**config.mk**
```make
export PLATFORM = sky130hd
export DESIGN_NAME = uart_tx_fifo
export DESIGN_NICKNAME = d
export VERILOG_FILES = /design/src/rtl/uart_pkg.sv /design/src/rtl/sync_fifo.sv /design/src/rtl/uart_tx_fifo.sv
export SDC_FILE = /design/constraint.sdc
export NUM_CORES = 1
export LEC_CHECK = 0
export ABC_AREA = 0
export BUFFER_PORTS_ARGS = -buffer_cell sky130_fd_sc_hd__buf_4
export CAP_MARGIN = 20
export CORE_MARGIN = 2
export CORE_UTILIZATION = 45
export DETAILED_ROUTE_END_ITERATION = 10
export RECOVER_POWER = 50
export SKIP_CTS_REPAIR_TIMING = 1
export SLEW_MARGIN = 20
export SYNTH_ARGS = -nofsm -noshare
export SYNTH_HDL_FRONTEND = slang
export SYNTH_SLANG_ARGS = --single-unit
```
**constraint.sdc**
```tcl
create_clock -name clk -period 4.9 [get_ports clk]
set_input_delay 0.245 -clock clk [delete_from_list [all_inputs] [get_ports clk]]
set_output_delay 0.245 -clock clk [all_outputs]
set_load 0.01 [all_outputs]
```
**src/rtl/uart_pkg.sv**
```systemverilog
`default_nettype none
// ============================================================================
// Package  : uart_pkg
// Purpose  : Types and helpers shared by the UART transmit and receive paths.
//            tx_state_t   - frame state of the transmitter
//            clks_per_bit - system clocks per line bit (integer divide)
// Revision : 1.0 - initial release
// ============================================================================
package uart_pkg;

    typedef enum logic [1:0] {
        IDLE  = 2'd0,
        START = 2'd1,
        DATA  = 2'd2,
        STOP  = 2'd3
    } tx_state_t;

    function automatic int clks_per_bit(input int clk_hz, input int baud);
        return clk_hz / baud;
    endfunction

endpackage : uart_pkg
`default_nettype wire

```
**src/rtl/sync_fifo.sv**
```systemverilog
`default_nettype none
// ============================================================================
// Module   : sync_fifo
// Purpose  : Single-clock pointer FIFO, first-word-fall-through head.
//            Pointers carry one extra wrap bit so full and empty are told
//            apart without a separate flag.
// Ports    : clk, rst      - clock, synchronous active-high reset
//            wr_en/wr_data - write request (ignored while full)
//            rd_en         - pop the head (ignored while empty)
//            rd_data       - current head entry, valid while !empty
//            count         - entries held (0..DEPTH)
//            full, empty   - occupancy flags
// Revision : 1.0 - initial release
// ============================================================================
module sync_fifo #(
    parameter int WIDTH = 8,
    parameter int DEPTH = 16
) (
    input  logic                     clk,
    input  logic                     rst,
    input  logic                     wr_en,
    input  logic [WIDTH-1:0]         wr_data,
    input  logic                     rd_en,
    output logic [WIDTH-1:0]         rd_data,
    output logic [$clog2(DEPTH):0]   count,
    output logic                     full,
    output logic                     empty
);

    localparam int c_aw = $clog2(DEPTH);

    generate
        if ((DEPTH < 2) || ((DEPTH & (DEPTH - 1)) != 0)) begin : g_bad_depth
            $error("sync_fifo: DEPTH must be a power of 2 and at least 2");
        end
    endgenerate

    logic [WIDTH-1:0] r_mem_q [DEPTH];
    logic [c_aw:0]    r_wr_ptr_q, w_wr_ptr_d;
    logic [c_aw:0]    r_rd_ptr_q, w_rd_ptr_d;
    logic             w_push, w_pop;

    // A full FIFO never accepts a write, even if a read frees a slot in the
    // same cycle; the producer sees the space one cycle later.
    assign w_push = wr_en && !full;
    assign w_pop  = rd_en && !empty;

    always_comb begin
        w_wr_ptr_d = r_wr_ptr_q;
        w_rd_ptr_d = r_rd_ptr_q;
        if (w_push) w_wr_ptr_d = r_wr_ptr_q + 1'b1;
        if (w_pop)  w_rd_ptr_d = r_rd_ptr_q + 1'b1;
    end

    always_ff @(posedge clk) begin
        if (rst) begin
            r_wr_ptr_q <= '0;
            r_rd_ptr_q <= '0;
        end else begin
            r_wr_ptr_q <= w_wr_ptr_d;
            r_rd_ptr_q <= w_rd_ptr_d;
        end
    end

    // Storage is not reset: the pointers alone define which entries are live.
    always_ff @(posedge clk) begin
        if (w_push) r_mem_q[r_wr_ptr_q[c_aw-1:0]] <= wr_data;
    end

    // Head is read straight out of the storage flops, so it is valid the
    // cycle after the write that made the FIFO non-empty.
    assign rd_data = r_mem_q[r_rd_ptr_q[c_aw-1:0]];
    assign count   = r_wr_ptr_q - r_rd_ptr_q;
    assign empty   = (r_wr_ptr_q == r_rd_ptr_q);
    assign full    = (r_wr_ptr_q[c_aw] != r_rd_ptr_q[c_aw]) &&
                     (r_wr_ptr_q[c_aw-1:0] == r_rd_ptr_q[c_aw-1:0]);

endmodule : sync_fifo
`default_nettype wire

```
**src/rtl/uart_tx_fifo.sv**
```systemverilog
`default_nettype none
// ============================================================================
// Module   : uart_tx_fifo
// Purpose  : UART 8N1 transmitter fed from a byte FIFO. Back-to-back bytes
//            are sent with the next start bit directly after the stop bit.
// Ports    : clk, rst   - clock, synchronous active-high reset
//            data_in    - byte to queue
//            data_valid - producer offers data_in
//            data_ready - FIFO not full
//            tx         - serial line, idle high, registered
//            busy       - frame in progress or bytes queued
//            fifo_count - bytes currently queued
// Revision : 1.0 - initial release
// ============================================================================
module uart_tx_fifo
    import uart_pkg::*;
#(
    parameter int CLK_HZ     = 50000000,
    parameter int BAUD       = 115200,
    parameter int FIFO_DEPTH = 16
) (
    input  logic                          clk,
    input  logic                          rst,
    input  logic [7:0]                    data_in,
    input  logic                          data_valid,
    output logic                          data_ready,
    output logic                          tx,
    output logic                          busy,
    output logic [$clog2(FIFO_DEPTH):0]   fifo_count
);

    localparam int c_clks_per_bit = clks_per_bit(CLK_HZ, BAUD);
    localparam int c_bw           = $clog2(c_clks_per_bit);
    localparam logic [c_bw-1:0] c_baud_last = c_bw'(c_clks_per_bit - 1);

    generate
        if (c_clks_per_bit < 2) begin : g_bad_baud
            $error("uart_tx_fifo: CLK_HZ/BAUD must be at least 2");
        end
    endgenerate

    tx_state_t       r_state_q, w_state_d;
    logic [c_bw-1:0] r_baud_q,  w_baud_d;
    logic [2:0]      r_bit_q,   w_bit_d;
    logic [7:0]      r_shift_q, w_shift_d;
    logic            r_tx_q,    w_tx_d;

    logic            w_pop;
    logic [7:0]      w_head;
    logic            w_fifo_full;
    logic            w_fifo_empty;
    logic            w_baud_done;

    sync_fifo #(
        .WIDTH (8),
        .DEPTH (FIFO_DEPTH)
    ) u_fifo (
        .clk     (clk),
        .rst     (rst),
        .wr_en   (data_valid),
        .wr_data (data_in),
        .rd_en   (w_pop),
        .rd_data (w_head),
        .count   (fifo_count),
        .full    (w_fifo_full),
        .empty   (w_fifo_empty)
    );

    // full is exactly fifo_count == FIFO_DEPTH, taken from the pointer flops.
    assign data_ready  = !w_fifo_full;
    assign busy        = (r_state_q != IDLE) || !w_fifo_empty;
    assign tx          = r_tx_q;
    assign w_baud_done = (r_baud_q == c_baud_last);

    always_comb begin
        w_state_d = r_state_q;
        w_baud_d  = r_baud_q + 1'b1;
        w_bit_d   = r_bit_q;
        w_shift_d = r_shift_q;
        w_pop     = 1'b0;

        case (r_state_q)
            IDLE: begin
                w_baud_d = '0;
                if (!w_fifo_empty) begin
                    w_pop     = 1'b1;
                    w_shift_d = w_head;
                    w_state_d = START;
                end
            end
            START: begin
                if (w_baud_done) begin
                    w_baud_d  = '0;
                    w_bit_d   = 3'd0;
                    w_state_d = DATA;
                end
            end
            DATA: begin
                if (w_baud_done) begin
                    w_baud_d  = '0;
                    w_shift_d = {1'b0, r_shift_q[7:1]};
                    if (r_bit_q == 3'd7) begin
                        w_state_d = STOP;
                    end else begin
                        w_bit_d = r_bit_q + 3'd1;
                    end
                end
            end
            STOP: begin
                if (w_baud_done) begin
                    w_baud_d = '0;
                    // Chain straight into the next start bit when more data
                    // is waiting, so there is no idle gap between frames.
                    if (!w_fifo_empty) begin
                        w_pop     = 1'b1;
                        w_shift_d = w_head;
                        w_state_d = START;
                    end else begin
                        w_state_d = IDLE;
                    end
                end
            end
            default: begin
                w_baud_d  = '0;
                w_state_d = IDLE;
            end
        endcase

        // The line level is derived from the next state so the registered
        // tx changes on the same edge as the state it belongs to.
        case (w_state_d)
            START:   w_tx_d = 1'b0;
            DATA:    w_tx_d = w_shift_d[0];
            default: w_tx_d = 1'b1;
        endcase
    end

    always_ff @(posedge clk) begin
        if (rst) begin
            r_state_q <= IDLE;
            r_baud_q  <= '0;
            r_bit_q   <= '0;
            r_shift_q <= '0;
            r_tx_q    <= 1'b1;
        end else begin
            r_state_q <= w_state_d;
            r_baud_q  <= w_baud_d;
            r_bit_q   <= w_bit_d;
            r_shift_q <= w_shift_d;
            r_tx_q    <= w_tx_d;
        end
    end

endmodule : uart_tx_fifo
`default_nettype wire
```
Word-level counts from Yosys, hierarchy flattened
Memory sizes are Yosys's and may differ from the RTL's. A register that Yosys moved wholly into a read port is not among the register bits. Index checks and enable logic that the tools add are counted.

Eq/ne operators: 14. Mux-type cells: 25. Add/sub/neg operators: 5. Reduce and logical (&&, ||, !) cells: 13.

Operators by type and width (count): $mux 8 (3); $pmux 8 s3 (1); $pmux 9 s2 (1); $add 5x1->5 const B (2); $mux 2 (5); $add 9x1->9 const B (1); $eq 9x9->1 const B (1); $mux 3 (3); $mux 9 (1); $mux 4 (2); $ne 2x2->1 const B (4); $pmux 2 s4 (1); $eq 2x2->1 const B (3); $pmux 3 s2 (1); $eq 5x5->1 (1); $mux 1 (5); $sub 5x5->5 (1); $eq 2x1->1 const B (2); $eq 4x4->1 (1); $pmux 1 s2 (2); $reduce_and 4->1 (1); $reduce_bool 2->1 (2); $add 3x1->3 const B (1); $eq 3x3->1 const B (1); 8 further kinds (11).

Memories kept: 1. Register bits: 33. Output and inout bits: 8. Input port bits: 11. Bits in writable memories: 128.

Memory list: u_fifo.r_mem_q (words 16, width 8, read ports 1, clocked after memory_dff 1, write ports 1, line sync_fifo.sv:38) `logic [WIDTH-1:0] r_mem_q [DEPTH];`.

Longest topological paths before layout
Gate-level depths: netlist of run 1.

Word-level depth: 7. Mapped depth: 9.

Modules after synthesis
A second synthesis of run 1 with hierarchy kept.

Cell total of the unflattened synthesis: 448. Area, all modules: 6979.2 µm².

Modules (own cells, without submodules): sync_fifo (instances 1, area an instance 5659.2 µm², cells an instance 304); uart_tx_fifo (instances 1, area an instance 1320.0 µm², cells an instance 144).

Worst setup path before layout of run 1
OpenSTA, ideal clock, no wires.

Path type: reg-to-reg. Start point: reg u_fifo.r_wr_ptr_q[0]. End point: mem u_fifo.r_mem_q[3][0], enable pin. Stages on the path, launching flop included: 9. Data arrival time: 2.215 ns. Buffers on the path: 1. Period minus slack after synthesis: 2.598 ns. Path slack: 2.302 ns. Path through: dfxtp_1 > inv_1 > ha_1 > nand4_1 > nand2b_1 > and2_1 > clkbuf_1 > nand2_1 > nor3_1.

Longest elaborated chain between the ends: 6.

Ends and longest elaborated chain: start: declaration (line sync_fifo.sv:39) `logic [c_aw:0] r_wr_ptr_q, w_wr_ptr_d;`; start signal: assignment (line sync_fifo.sv:60) `r_wr_ptr_q <= w_wr_ptr_d;`; $eq 4x4->1 (line sync_fifo.sv:76) `(r_wr_ptr_q[c_aw-1:0] == r_rd_ptr_q[c_aw-1:0]);`; $logic_and 1x1->1 (line sync_fifo.sv:75) `assign full = (r_wr_ptr_q[c_aw] != r_rd_ptr_q[c_aw]) &&`; $logic_not 1->1; via data_ready (line uart_tx_fifo.sv:26) `output logic data_ready,`; $logic_and 1x1->1 (line sync_fifo.sv:45) `assign w_push = wr_en && !full;`; $mux 1 (line sync_fifo.sv:67) `if (w_push) r_mem_q[r_wr_ptr_q[c_aw-1:0]] <= wr_data;`; $mux 1 (implied by the code) (line sync_fifo.sv:67); end: declaration (line sync_fifo.sv:38).

The timed path passes the listed nets, and every way through them passes these cells.

Worst setup path in the final report of run 1
Start point: reg u_fifo.r_wr_ptr_q[2]. End point: mem u_fifo.r_mem_q[4][3], enable pin.

Longest elaborated chain between the ends: 6.

Ends and longest elaborated chain (line): $eq 4x4->1 (sync_fifo.sv:76); $logic_and 1x1->1 (sync_fifo.sv:75); $logic_not 1->1 (sync_fifo.sv:45); $logic_and 1x1->1 (sync_fifo.sv:45); $mux 1 (sync_fifo.sv:67); $mux 1 (implied by the code) (sync_fifo.sv:67).

Several ways; a longest one is shown, not always the timed one.

==> impl_results.md, run 1 <==
- Fillers: approximately 1200
- DIE AREA: around 0.016 mm2
- GRT Max-Usage Layer: met2
- Final Critical Period: roughly 3100 ps
- Final Wtd Congestion: ~0.78
- Area of the core: roughly 0.015 mm2
- Pins Over Slew Limit: 0
- FF-to-FF path depth: 6
- Critical path cell sequence: ha_1, nand4_1, nand2b_1, and2_0, nand2_1, nor2_1
- Worst setup EP type: flop
- Power density over the cells: approximately 480 mW/mm2
- Final period util: 62.3%
- CTS Sinks: about 170
- Warnings, synthesis: 0
- Worst R2R Start: u_fifo.r_wr_ptr_q[2]
- CTS Root Cell: clkbuf_16
- CP endpoint: u_fifo.r_mem_q[4][3]
- Worst hold start: rst
- Drt pass-1 iters: 4
- CTS tree: built
- P&R area growth vs syn: 12.1%
- Post-synthesis sequential area ratio: between 60% and 70%
- Critical Path Source: u_fifo.r_wr_ptr_q[2]
- P_leak: 2.54 nW
- DR DRC count: 0
- Ys async rst share: 0%
- Met1 GRT Util: 24.3%
- Setup violators final: 0
- DR vias: approximately 3800
- Outcome: finished clean
- Post-Layout Cell Count: 669
- CP Data Required Time: ~5000 ps
- Dpl cells: roughly 640
- Worst-Skew Late Latency: roughly 430 ps
- Drt initial violations: about 410
- Initial Util: a little under half
- Max Cap Viol: 0
- I/O Buffers: 18
- Post-route ant nets: 0
- Final hold viol count: 0
- Crit. path cell count: 6
- Setup WS post-layout: 1850 ps
- Top_reg_cell synth: edfxtp_1
- Top cells by area, synth: edfxtp_1, dfxtp_1, mux4_2, ha_1, nor2_1
- Yosys top cell area share: a little under three fifths
- Tot GR Track Use: between 10% and 20%
- Relative slew slack: between 20% and 30%
- Top Ports: 19
- Met2 Use GR: about 29%
- Syn Area/Cell: 15.4 um2
- Peak supply drop: between 0.3 and 0.4 mV
- CTS max path bufs: 2
- Setup TNS: 0 ps
- Worst-path clk slew: about 70 ps
- Setup crit start kind: flop
- Worst Path Buf+Inv: 0
- Initial antenna violation count: 0
- Multi-input logic area: about 0.0022 mm2
- GR Util met3: 5.38%
- TritonCTS Buffers: 17
- H-tree depth: 4
- Commonest cells after routing, fill and taps aside: edfxtp_1, nor2_1, dfxtp_1
- DR vias/cell: 5.62
- Hold_ws: about 160 ps
- Pre-CTS WS: around 1900 ps
- Synth area leader: edfxtp_1
- Fmax: roughly 0.33 GHz
- Synthesized instance count: 447
- RSZ-0062 raised after global routing: no
- Finished Core Util: 51.2%
- Seq cells post-synth: around 170
- Final nets: 499
- Reg area: 0.00459 mm2
- Layout cell share with drive strength beyond 1: between 10% and 20%
- Worst Skew: slightly above 10 ps
- Crit path max fanout: 10
- Critical path class: reg2reg
- Vias in the first global route: roughly 3800
- R2r setup slk: 1850 ps
- Hold crit path type: in2reg
- Commonest non-fill, non-tap cell in the layout: edfxtp_1
- Detailed-route wire length: roughly 13 mm
- Worst Tran Pin Value: ~1100 ps
- N_diodes: 0
- Syn nets: ~480
- DR WL/cell: about 20 um
- Arrival @ worst endpoint: between 3000 and 4000 ps
- Die Y: ~130 um
- Width of the die: 128 um
- Gr ovfl total: 0
- Largest net degree at the start of global routing: 23
- CP max-delay cell: nor2_1
- Hpwl dp: between 8 and 9 mm
- CP top delay family: simple AND/OR/NAND/NOR gates
- Row count: 45
- Syn Std Cell Area: 0.00690 mm2
- Unique masters post-synth: 47
- Post-synth EDFFs: about 130
- First-pass GRT wire length: ~22 mm
- CP max stage delay: about 850 ps
- R2R Path End: u_fifo.r_mem_q[4][3]
## synth_stat cells (2+ instances only)
cell type	instances
buf_1	2
a222oi_1	6
a22o_1	7
buf_2	2
mux4_1	3
o21ai_0	11
dfxtp_1	37
edfxtp_1	128
a21boi_1	2
mux2i_1	2
a31oi_1	2
xnor2_1	11
o21ai_1	6
buf_6	2
xor2_1	7
nor2b_1	4
or3_1	3
inv_1	13
nand3_1	3
nand2_1	21
a22oi_1	2
nor3_1	9
a221oi_1	6
nand2b_1	3
a21o_1	4
and2_1	4
mux4_2	30
nand4_1	5
ha_1	19
o31a_1	2
clkbuf_1	12
nor2_1	53
nor4_1	2
a21oi_1	11
## metal layers
layer | up-vias | share of wire (%)
met3 | 18 | 3.7
met4 | 0 | 1.1
met5 | - | 0
met1 | 1907 | 46
li1 | 1771 | -
met2 | 66 | 49
## final cells by class
class	instances	share of cell area (%)
clock buffer	18	5.55
clock inverter	14	1.93
inverter	13	0.631
multi-input combinational	249	28.0
sequential	165	59.3
tap	188	3.04
timing repair buffer	22	1.50
## cells by family after synthesis
logic type      synth area share [%]
flops                           66.4
simple gates                    7.47
compound gates                  6.49
mux                             11.2
buf+inv                         2.34
fa+ha+maj                       3.74
xor+xnor                        2.29
## power by group
part / total (mW) / internal, mW / switching [mW]
Clock: 1.31 / 0.756 / 0.550
Combinational: 0.728 / 0.335 / 0.393
Sequential: 1.67 / 1.57 / 0.0957
## stage by stage
step / cell area [um2] / total power [mW]
final: 7730 / 3.70
after global routing: 7730 / 3.89
after CTS: 7790 / 3.75
after detailed placement: 7210 / 2.45
after global placement: 7190 / 2.43
after floorplan: 6900 / 2.24
## registers in the layout, summed over array words and instances (netlist names), named ones only
signal             count
u_fifo.r_rd_ptr_q      5
r_bit_q                3
r_state_q              2
u_fifo.r_mem_q       128
u_fifo.r_wr_ptr_q      5
r_shift_q              8
tx                     1
r_baud_q               9
## worst min path at each step
stage	slack, ps	cells past startpoint	endpoint
floorplan	340	0	u_fifo.r_mem_q[0][0]
global placement	470	1	r_baud_q[0]
detailed placement	480	1	r_baud_q[0]
CTS	110	1	u_fifo.r_mem_q[12][0]
global route	160	2	r_bit_q[2]
finish	160	2	u_fifo.r_wr_ptr_q[1]
Power figures use the tool's default switching activity.
==> run 2: changes to the inputs <==
==> constraint.sdc (replaced) <==
create_clock -name clk -period 2.5 [get_ports clk]
set_input_delay 0.125 -clock clk [delete_from_list [all_inputs] [get_ports clk]]
set_output_delay 0.125 -clock clk [all_outputs]
set_load 0.01 [all_outputs]
==> run 2 against run 1 <==
Via count grew 2.3%. Critical path depth grew 1. Clock skew shrank 1.5 ps. First-iteration DRC count shrank 26%. Largest power group unchanged.
==> impl_results.md, run 2 (synthesized netlist as in run 1, its figures left out) <==
- Outcome: finished clean
- Worst-path clk slew: around 70 ps
- Initial Util: around 46%
- Arrival @ worst endpoint: between 2000 and 3000 ps
- Max reg flops: 128
- Setup TNS: 0 ps
- P&R area growth vs syn: 14.5%
- DIE AREA: roughly 0.016 mm2
- Critical path class: reg2reg
- Setup WS post-layout: 192 ps
- Final Wtd Congestion: about 0.75
- Initial antenna violation count: 0
- Final nets: around 520
- Commonest cells after routing, fill and taps aside: edfxtp_1, nor2_1, dfxtp_1
- Power density over the cells: around 900 mW/mm2
- Die Y: between 100 and 150 um
- Vias in the first global route: 3845
- CP top delay family: compound AO/OA/AOI/OAI gates
- Max Cap Viol: 0
- Worst setup EP type: flop
- Worst-Skew Late Latency: around 420 ps
- Hold_ws: between 40 and 50 ps
- Fillers: 1233
- Width of the die: 128 um
- DR DRC count: 0
- CP max stage delay: ~520 ps
- Peak supply drop: a little over 0.6 mV
- Hpwl dp: ~9.3 mm
- CP Data Required Time: ~2800 ps
- CTS max path bufs: 2
- Final Power: between 7 and 8 mW
- CTS Sinks: between 150 and 200
- Crit path max fanout: 21
- Layout cell share with drive strength beyond 1: about a fifth
- Final Critical Period: 2310 ps
- P_leak: 2.65 nW
- Non-Filler Cell Area, Final: roughly 0.0079 mm2
- DR WL/cell: about 20 um
- Drt pass-1 iters: 5
- Area of the core: 0.0151 mm2
- H-tree depth: 4
- Final hold viol count: 0
- Pins Over Slew Limit: 0
- Worst Skew: between 8 and 9 ps
- Commonest non-fill, non-tap cell in the layout: edfxtp_1
- CTS tree: built
- Top Ports: 19
- CP max-delay cell: mux4_2
- Worst Path Buf+Inv: 1
- Critical path cell sequence: buf_12, mux4_2, nor2b_1, a211oi_1, a21oi_1, a211o_1, o31a_1
- Relative slew slack: 51.5%
- RSZ-0062 raised after global routing: no
- Detailed-route wire length: ~14 mm
- Drt initial violations: 301
- TritonCTS Buffers: 17
- N_diodes: 0
- Setup crit start kind: flop
- DR vias/cell: roughly 5.6
- Largest net degree at the start of global routing: 23
- Row count: 45
- Final period util: between 90 and 100%
- Post-route ant nets: 0
- I/O Buffers: 18
- Pre-CTS WS: a little over 70 ps
- First-pass GRT wire length: 21.9 mm
- DR vias: approximately 3800
- Tot GR Track Use: a little under a fifth
- CTS Root Cell: clkbuf_16
- Fmax: 0.433 GHz
- Placed Instance Area: ~0.0074 mm2
- Setup violators final: 0
- Hold crit path type: in2reg
- Worst Tran Pin Value: between 700 and 800 ps
- Gr ovfl total: 0
run 2: path summary, 6_finish.rpt:
path,startpoint,end,slack [ps],cells after the start
setup reg to reg,flop,tx,190,7
hold / removal,rst,u_fifo.r_wr_ptr_q[2],40,2
hold reg to reg,r_baud_q[0],r_baud_q[0],480,1
setup / recovery,flop,tx,190,7
run 2: through the flow:
stage               utilization (%)  instances
finish                         52.4        689
CTS                            52.7        689
global placement               48.9        657
floorplan                         -        447
detailed placement             48.9        657
global route                   52.4        689
run 2: metal layers:
layer  up-vias  wire, um  global-route usage (%)
met4         0       259                    7.63
met5         -         0                       0
li1       1811         -                       -
met3        22       589                    4.13
met1      1929      5970                    23.8
met2        87      7000                    30.3
run 2: where the power goes:
| part | internal [mW] | total (mW) | leakage [nW] | switching [mW] |
|---|---|---|---|---|
| Sequential | 3.08 | 3.19 | 1.46 | 0.114 |
| Clock | 1.40 | 2.51 | 0.281 | 1.11 |
| Combinational | 0.694 | 1.57 | 0.914 | 0.872 |
| Total | 5.17 | 7.26 | 2.65 | 2.09 |
run 2: cell type report:
type                    instances  area (um2)  area share (%)
clock buffers                  18         429            5.43
clock inverters                14         138            1.74
inverters                      13        48.8           0.618
multi-input cells             249        2180            27.6
flip-flops and latches        165        4590            58.0
well taps                     188         235            2.98
repair buffers                 42         288            3.64
